`src/rtl/hanoi_pkg.sv`:
```
// hanoi_pkg: shared types and helpers for the hanoi_pegs move engine.
//   err_e   - response status codes (OK, SAME_PEG, BAD_PEG, EMPTY_SRC, BIGGER)
//   state_e - engine FSM encoding
//   spw_f / pw_f - stack-pointer / peg-index width helpers
//   peg_field    - extract field idx (width spw) from a peg entry
package hanoi_pkg;

  typedef enum logic [2:0] {
    ERR_OK        = 3'd0,
    ERR_SAME_PEG  = 3'd1,
    ERR_BAD_PEG   = 3'd2,
    ERR_EMPTY_SRC = 3'd3,
    ERR_BIGGER    = 3'd4
  } err_e;

  typedef enum logic [1:0] {
    ST_IDLE   = 2'd0,
    ST_CHECK  = 2'd1,
    ST_COMMIT = 2'd2,
    ST_RESP   = 2'd3
  } state_e;

  // Upper bounds for the generic field extractor; entries are zero-extended.
  localparam int PEG_MAXW = 512;
  localparam int FLD_MAXW = 16;

  function automatic int spw_f(input int s);
    return (s < 1) ? 1 : $clog2(s + 1);
  endfunction

  function automatic int pw_f(input int p);
    return (p < 2) ? 1 : $clog2(p);
  endfunction

  // Field idx of a peg entry; caller guarantees idx >= 0.
  function automatic logic [FLD_MAXW-1:0] peg_field(input logic [PEG_MAXW-1:0] ent,
                                                    input int idx, input int spw);
    logic [PEG_MAXW-1:0] sh;
    sh = ent >> (idx * spw);
    return FLD_MAXW'(sh) & FLD_MAXW'((1 << spw) - 1);
  endfunction

endpackage

```
`src/rtl/hanoi_peg_rf.sv`:
```
// hanoi_peg_rf: P-entry peg register file.
//   clk, rst            - clock, synchronous active-high reset (preloads peg 0)
//   ra_a/rd_a, ra_b/rd_b - two asynchronous read ports (out-of-range reads 0)
//   we                  - shared write enable for both write ports
//   wa_a/wd_a, wa_b/wd_b - two write ports, written on the same edge
//   ent_o               - all entries, for status/solved decoding
module hanoi_peg_rf
  import hanoi_pkg::*;
#(
  parameter int S   = 3,
  parameter int P   = 3,
  parameter int SPW = 2,
  parameter int PW  = 2,
  localparam int EW = (S + 1) * SPW
) (
  input  logic                  clk,
  input  logic                  rst,
  input  logic [PW-1:0]         ra_a,
  output logic [EW-1:0]         rd_a,
  input  logic [PW-1:0]         ra_b,
  output logic [EW-1:0]         rd_b,
  input  logic                  we,
  input  logic [PW-1:0]         wa_a,
  input  logic [EW-1:0]         wd_a,
  input  logic [PW-1:0]         wa_b,
  input  logic [EW-1:0]         wd_b,
  output logic [P-1:0][EW-1:0]  ent_o
);

  logic [P-1:0][EW-1:0] mem_q, mem_d;

  // Peg 0 holds S..1 from the bottom with sp=S; all other pegs empty.
  function automatic logic [P-1:0][EW-1:0] reset_image();
    logic [P-1:0][EW-1:0] img;
    img = '0;
    for (int i = 0; i < S; i++) img[0][i*SPW +: SPW] = SPW'(S - i);
    img[0][EW-1 -: SPW] = SPW'(S);
    return img;
  endfunction

  always_comb begin
    mem_d = mem_q;
    if (we) begin
      if (int'(wa_a) < P) mem_d[wa_a] = wd_a;
      if (int'(wa_b) < P) mem_d[wa_b] = wd_b;
    end
  end

  always_ff @(posedge clk) begin
    if (rst) mem_q <= reset_image();
    else     mem_q <= mem_d;
  end

  assign rd_a  = (int'(ra_a) < P) ? mem_q[ra_a] : '0;
  assign rd_b  = (int'(ra_b) < P) ? mem_q[ra_b] : '0;
  assign ent_o = mem_q;

endmodule

```
`src/rtl/hanoi_pegs.sv`:
```
// hanoi_pegs: Tower-of-Hanoi move engine, one legality-checked move per request.
//   clk, rst              - clock, synchronous active-high reset
//   req_valid/req_ready   - request handshake; req_fr/req_to are peg indices
//   rsp_valid             - one-cycle response strobe with rsp_ok / rsp_err
//   move_cnt              - saturating count of committed moves
//   solved                - registered: all disks ordered on peg P-1
//   peg_sp_o / top_o      - per-peg disk count / top disk size (0 = empty)
// Build option: HANOI_LEGAL_CHECK_EN enables the BIGGER (large-on-small) check.
module hanoi_pegs
  import hanoi_pkg::*;
#(
  parameter int S     = 3,
  parameter int P     = 3,
  parameter int CNT_W = 16,
  localparam int SPW  = spw_f(S),
  localparam int PW   = pw_f(P)
) (
  input  logic               clk,
  input  logic               rst,
  input  logic               req_valid,
  output logic               req_ready,
  input  logic [PW-1:0]      req_fr,
  input  logic [PW-1:0]      req_to,
  output logic               rsp_valid,
  output logic               rsp_ok,
  output logic [2:0]         rsp_err,
  output logic [CNT_W-1:0]   move_cnt,
  output logic               solved,
  output logic [P*SPW-1:0]   peg_sp_o,
  output logic [P*SPW-1:0]   top_o
);

  localparam int EW = (S + 1) * SPW;

  localparam logic [1:0] IDLE   = ST_IDLE;
  localparam logic [1:0] CHECK  = ST_CHECK;
  localparam logic [1:0] COMMIT = ST_COMMIT;
  localparam logic [1:0] RESP   = ST_RESP;

  logic [1:0]           state_q, state_d;
  logic [PW-1:0]        fr_q, fr_d, to_q, to_d;
  logic [2:0]           err_q, err_d;
  logic [CNT_W-1:0]     cnt_q, cnt_d;
  logic                 solved_q, solved_d;

  logic                 we;
  logic [EW-1:0]        rd_fr, rd_to, wd_fr, wd_to;
  logic [P-1:0][EW-1:0] ent;
  logic [SPW-1:0]       sp_fr, sp_to, top_fr;
  err_e                 chk_err;

  function automatic logic [SPW-1:0] top_of(input logic [EW-1:0] e);
    logic [SPW-1:0] sp;
    sp = e[EW-1 -: SPW];
    if (sp == '0) return '0;
    return SPW'(peg_field(PEG_MAXW'(e), int'(sp) - 1, SPW));
  endfunction

  hanoi_peg_rf #(.S(S), .P(P), .SPW(SPW), .PW(PW)) u_rf (
    .clk   (clk),
    .rst   (rst),
    .ra_a  (fr_q),
    .rd_a  (rd_fr),
    .ra_b  (to_q),
    .rd_b  (rd_to),
    .we    (we),
    .wa_a  (fr_q),
    .wd_a  (wd_fr),
    .wa_b  (to_q),
    .wd_b  (wd_to),
    .ent_o (ent)
  );

  assign sp_fr  = rd_fr[EW-1 -: SPW];
  assign sp_to  = rd_to[EW-1 -: SPW];
  assign top_fr = top_of(rd_fr);

  // Legality check on the latched request; priority is the if-chain order.
  always_comb begin
`ifdef HANOI_LEGAL_CHECK_EN
    logic [SPW-1:0] top_to;
    top_to = top_of(rd_to);
`endif
    chk_err = ERR_OK;
    if (int'(fr_q) >= P || int'(to_q) >= P) chk_err = ERR_BAD_PEG;
    else if (fr_q == to_q)                  chk_err = ERR_SAME_PEG;
    else if (sp_fr == '0)                   chk_err = ERR_EMPTY_SRC;
`ifdef HANOI_LEGAL_CHECK_EN
    else if (sp_to != '0 && top_fr > top_to) chk_err = ERR_BIGGER;
`endif
  end

  // Pop/push images. Indices are clamped so the part-selects stay in range
  // in states where the write is not enabled.
  always_comb begin
    int fi, ti;
    fi = (sp_fr == '0) ? 0 : int'(sp_fr) - 1;
    ti = (int'(sp_to) < S) ? int'(sp_to) : S - 1;
    wd_fr = rd_fr;
    wd_fr[fi*SPW +: SPW] = '0;
    wd_fr[EW-1 -: SPW]   = sp_fr - SPW'(1);
    wd_to = rd_to;
    wd_to[ti*SPW +: SPW] = top_fr;
    wd_to[EW-1 -: SPW]   = sp_to + SPW'(1);
  end

  always_comb begin
    state_d = state_q;
    fr_d    = fr_q;
    to_d    = to_q;
    err_d   = err_q;
    cnt_d   = cnt_q;
    we      = 1'b0;
    case (state_q)
      IDLE: if (req_valid) begin
        fr_d    = req_fr;
        to_d    = req_to;
        state_d = CHECK;
      end
      CHECK: begin
        err_d   = chk_err;
        state_d = (chk_err == ERR_OK) ? COMMIT : RESP;
      end
      COMMIT: begin
        we = 1'b1;
        if (cnt_q != '1) cnt_d = cnt_q + CNT_W'(1);
        state_d = RESP;
      end
      default: state_d = IDLE;
    endcase
  end

  // Without the ordering rule, sp==S alone does not imply a solved stack,
  // so every slot is compared against its expected size.
  always_comb begin
    solved_d = (int'(ent[P-1][EW-1 -: SPW]) == S);
`ifndef HANOI_LEGAL_CHECK_EN
    for (int i = 0; i < S; i++)
      if (int'(ent[P-1][i*SPW +: SPW]) != S - i) solved_d = 1'b0;
`endif
  end

  always_ff @(posedge clk) begin
    if (rst) begin
      state_q  <= IDLE;
      fr_q     <= '0;
      to_q     <= '0;
      err_q    <= '0;
      cnt_q    <= '0;
      solved_q <= 1'b0;
    end else begin
      state_q  <= state_d;
      fr_q     <= fr_d;
      to_q     <= to_d;
      err_q    <= err_d;
      cnt_q    <= cnt_d;
      solved_q <= solved_d;
    end
  end

  assign req_ready = (state_q == IDLE);
  assign rsp_valid = (state_q == RESP);
  assign rsp_err   = rsp_valid ? err_q : 3'd0;
  assign rsp_ok    = rsp_valid && (err_q == 3'd0);
  assign move_cnt  = cnt_q;
  assign solved    = solved_q;

  for (genvar k = 0; k < P; k++) begin : g_peg
    assign peg_sp_o[k*SPW +: SPW] = ent[k][EW-1 -: SPW];
    assign top_o[k*SPW +: SPW]    = top_of(ent[k]);
  end

endmodule

```
`config.mk`:
```
export PLATFORM = sky130hd
export DESIGN_NAME = hanoi_pegs
export DESIGN_NICKNAME = d
export VERILOG_FILES = /design/src/rtl/hanoi_pkg.sv /design/src/rtl/hanoi_peg_rf.sv /design/src/rtl/hanoi_pegs.sv
export SDC_FILE = /design/constraint.sdc
export NUM_CORES = 1
export LEC_CHECK = 0
export CAP_MARGIN = 20
export CORE_ASPECT_RATIO = 1.25
export CORE_MARGIN = 2
export CORE_UTILIZATION = 50
export CTS_BUF_LIST = sky130_fd_sc_hd__clkbuf_4
export CTS_CLUSTER_SIZE = 24
export DETAILED_ROUTE_END_ITERATION = 16
export GPL_TIMING_DRIVEN = 1
export PLACE_DENSITY = 0.72
export SLEW_MARGIN = 20
export SYNTH_ARGS = -nofsm -noshare
export SYNTH_HDL_FRONTEND = slang
export SYNTH_HIERARCHICAL = 1
export SYNTH_SLANG_ARGS = --single-unit
export TNS_END_PERCENT = 10
```
`constraint.sdc`:
```
create_clock -name clk -period 4.55 [get_ports clk]
set_clock_uncertainty 0.15 [all_clocks]
set_input_delay 0.91 -clock clk [delete_from_list [all_inputs] [get_ports clk]]
set_output_delay 0.91 -clock clk [all_outputs]
set_load 0.01 [all_outputs]
```
==> results.cfg <==
[setup_path]
worst-r2r-cell-count = 10
r2r-end = u_rf/ent_o[5]
critical_path.startpoint = fr_q[0]
worst_setup_path_start_kind = register
end_kind = register
path_class = reg -> reg
critPathSlowestCell = dfxtp_1
r2r-start = fr_q[0]
slowest_delay_ns = 0.72
regToRegSetupSlack_ns = 0.74
cp_max_fo = 19
required_ns = 4.68
cp_cell_sequence = nor2b_1 > nand2_1 > o21ai_0 > inv_1 > ha_1 > mux4_2 > nand2b_1 > o31ai_1 > mux2i_1 > a311oi_1
arrival_ns = 3.94
cp-endpoint = u_rf/ent_o[5]

[logic_synthesis]
synth_area_um2 = 3610
synth_area_per_cell_um2 = 8.79
yosysWarningCount = 6
synth-edff-count = 0
synth.distinct_cells = 64
yosysSeqAreaShare = 0.272
synth.top_cell.area_share = 0.272
synth-main-ff-cell = dfxtp_1
ys_seq_elements = 49
synth.most_common_cell = dfxtp_1
synthArstFlopShare = 0
synthTopCellsByArea = dfxtp_1 27%, mux2i_1 11%, ha_1 8.7%
synth_area_leader_cell = dfxtp_1
synthCells = 411
synth_common_cells = 49 x dfxtp_1, 39 x mux2i_1, 36 x inv_1, 29 x nand2_1

[floorplan]
die-area_um2 = 7920
die_h_um = 99.0
die_x_um = 80.0
core_area_um2 = 6980
floorplan.initialDensity = 0.518
rows = 34
io_pins = 42

[routing]
via_per_inst = 6.14
drt-initial-drc-count = 166
dr.max_layer_used = met4
met3_length_um = 431
drc_errors = 0
num_vias = 3329
drt_wl_total_mm = 9.76
route.met2.wl_mm = 4.75
drtPass1Iterations = 5
wl_per_cell_um = 18.0
wl_met1_mm = 3.96
drtAntennaViolNets = 0

[clocking]
tritoncts = done
clk_path_buf_depth = 2
clkTransAtPathRegs_ns = 0.15
cts.sinks = 49
cts_max_level = 2
numCtsBuffers = 5
cts.repair.resized = 0
hold_buffers = 0
cts_root_buf = clkbuf_4
cts_setup_buffers = 0
clk_latency_ns = 0.38

[timing]
final_hold_viol_count = 0
max_freq_mhz = 262
min_period_ns = 3.81
slew_violations = 0
relSlewSlack = 0.446
final-setup-viol-count = 0
rsz0062_at_grt = no
whs_ns = 0.360
fin_crit_sh = 0.838
worstMarginPinSlew_ns = 0.831
finalSetupTns_ns = 0

[hold_path]
holdCritPathClass = reg -> reg

[layout]
fin_nets = 483
regArea_um2 = 981
drive_gt1_frac = 0.0973
fillers = 642
area_growth_pct = 14.9
antenna_cells = 0
multi_input_area_um2 = 2430

[grt]
grt_start_max_net_pins = 34
antenna_found_initial = 0
grt_pass1_vias = 3216
gr-total-overflow = 0
grt_pass1_wl_mm = 15.9
grtUsageTotal = 0.257

[placed_design]
gp_congestion = 1.05
port_buffers = 40
dp_hpwl_mm = 7.19

[flow_run]
max_cap_violations = 0

[power]
peakVddDrop_mv = 0.382
power-per-cell-area_nw_per_um2 = 496
leakagePower_nw = 1.47

[outcome]
status = completed
layout make-up:
type / count / share of cell area
inverter: 36 / 0.0326
multi-input combinational: 314 / 0.585
clock inverter: 3 / 0.00513
sequential: 49 / 0.237
clock buffer: 5 / 0.00905
tap: 90 / 0.0271
timing repair buffer: 45 / 0.104
cells in the final DEF, fill, tap and decap left out, types with 3 or more instances in the layout:
master / instances
o22ai_1: 4
o21ai_0: 25
nand4_1: 6
conb_1: 4
o31ai_1: 4
nor2b_1: 15
a21o_1: 6
or4_1: 3
nand2_1: 29
mux4_2: 4
a31oi_1: 4
or3_1: 5
nor2_1: 23
clkbuf_4: 5
buf_4: 5
nand3b_1: 3
nand3_1: 11
o32ai_1: 7
ha_1: 25
clkdlybuf4s50_1: 39
a221o_1: 6
a21oi_1: 17
o32ai_2: 7
nor3b_1: 4
nor4_1: 3
nor3_1: 6
dfxtp_1: 49
inv_1: 36
nand2b_1: 8
mux2i_1: 39
xnor2_1: 3
metrics by stage:
step / cells / instance area, um^2 / worst slack [ns] / util / power, mW
floorplan: 413 / 3620 / 1.26 / - / 1.47
finish: 542 / 4150 / 0.736 / 0.595 / 2.06
CTS: 542 / 4150 / 0.801 / 0.595 / 2.04
global route: 542 / 4150 / 0.395 / 0.595 / 2.20
detailed placement: 534 / 4090 / 0.797 / 0.586 / 1.82
global placement: 534 / 4090 / 0.916 / 0.586 / 1.80
power breakdown:
part | leakage [nW] | internal (mW) | switching [mW]
clock network | 0.0316 | 0.0616 | 0.156
logic | 1.05 | 0.541 | 0.693
registers | 0.397 | 0.490 | 0.115
cells by family (layout without fill, tap and decap cells):
| group | Yosys count | after routing | synth area share |
|---|---|---|---|
| xor+xnor | 3 | 3 | 0.00728 |
| flops | 49 | 49 | 0.272 |
| fa+ha+maj | 25 | 25 | 0.0866 |
| buf+inv | 50 | 89 | 0.0582 |
| other cells | 2 | 4 | 0.00208 |
| simple gates | 140 | 140 | 0.227 |
| compound gates | 96 | 96 | 0.203 |
| mux | 46 | 46 | 0.143 |
metal layers:
metal,vias up,global-route usage
met5,-,0
met4,0,0.164
met1,1583,0.297
met2,116,0.437
li1,1590,-
met3,40,0.0348
critical path: cells and delay by family, from the launching register on:
kind	cells	cell delay [ns]
flip-flops	1	0.72
AND/OR/NAND/NOR	3	0.68
AO/OA/AOI/OAI	3	0.97
adder cells (fa/ha/maj)	1	0.43
multiplexers	2	0.51
buffers and inverters	1	0.28
flip-flops by register name, indices dropped and copies added, names as in the netlist:
register / flops
solved: 1
fr_q: 2
err_q: 2
u_rf/ent_o: 24
move_cnt: 16
to_q: 2
state_q: 2
how the worst min path moves through the flow:
stage / start / end / slack, ns / cells past startpoint
global placement: err_q[1] / err_q[1] / 0.32 / 2
floorplan: err_q[1] / err_q[1] / 0.30 / 2
finish: err_q[1] / err_q[1] / 0.36 / 2
global route: err_q[1] / err_q[1] / 0.38 / 2
detailed placement: err_q[1] / err_q[1] / 0.34 / 2
CTS: err_q[1] / err_q[1] / 0.36 / 2
(Power assumes the default switching activity.)
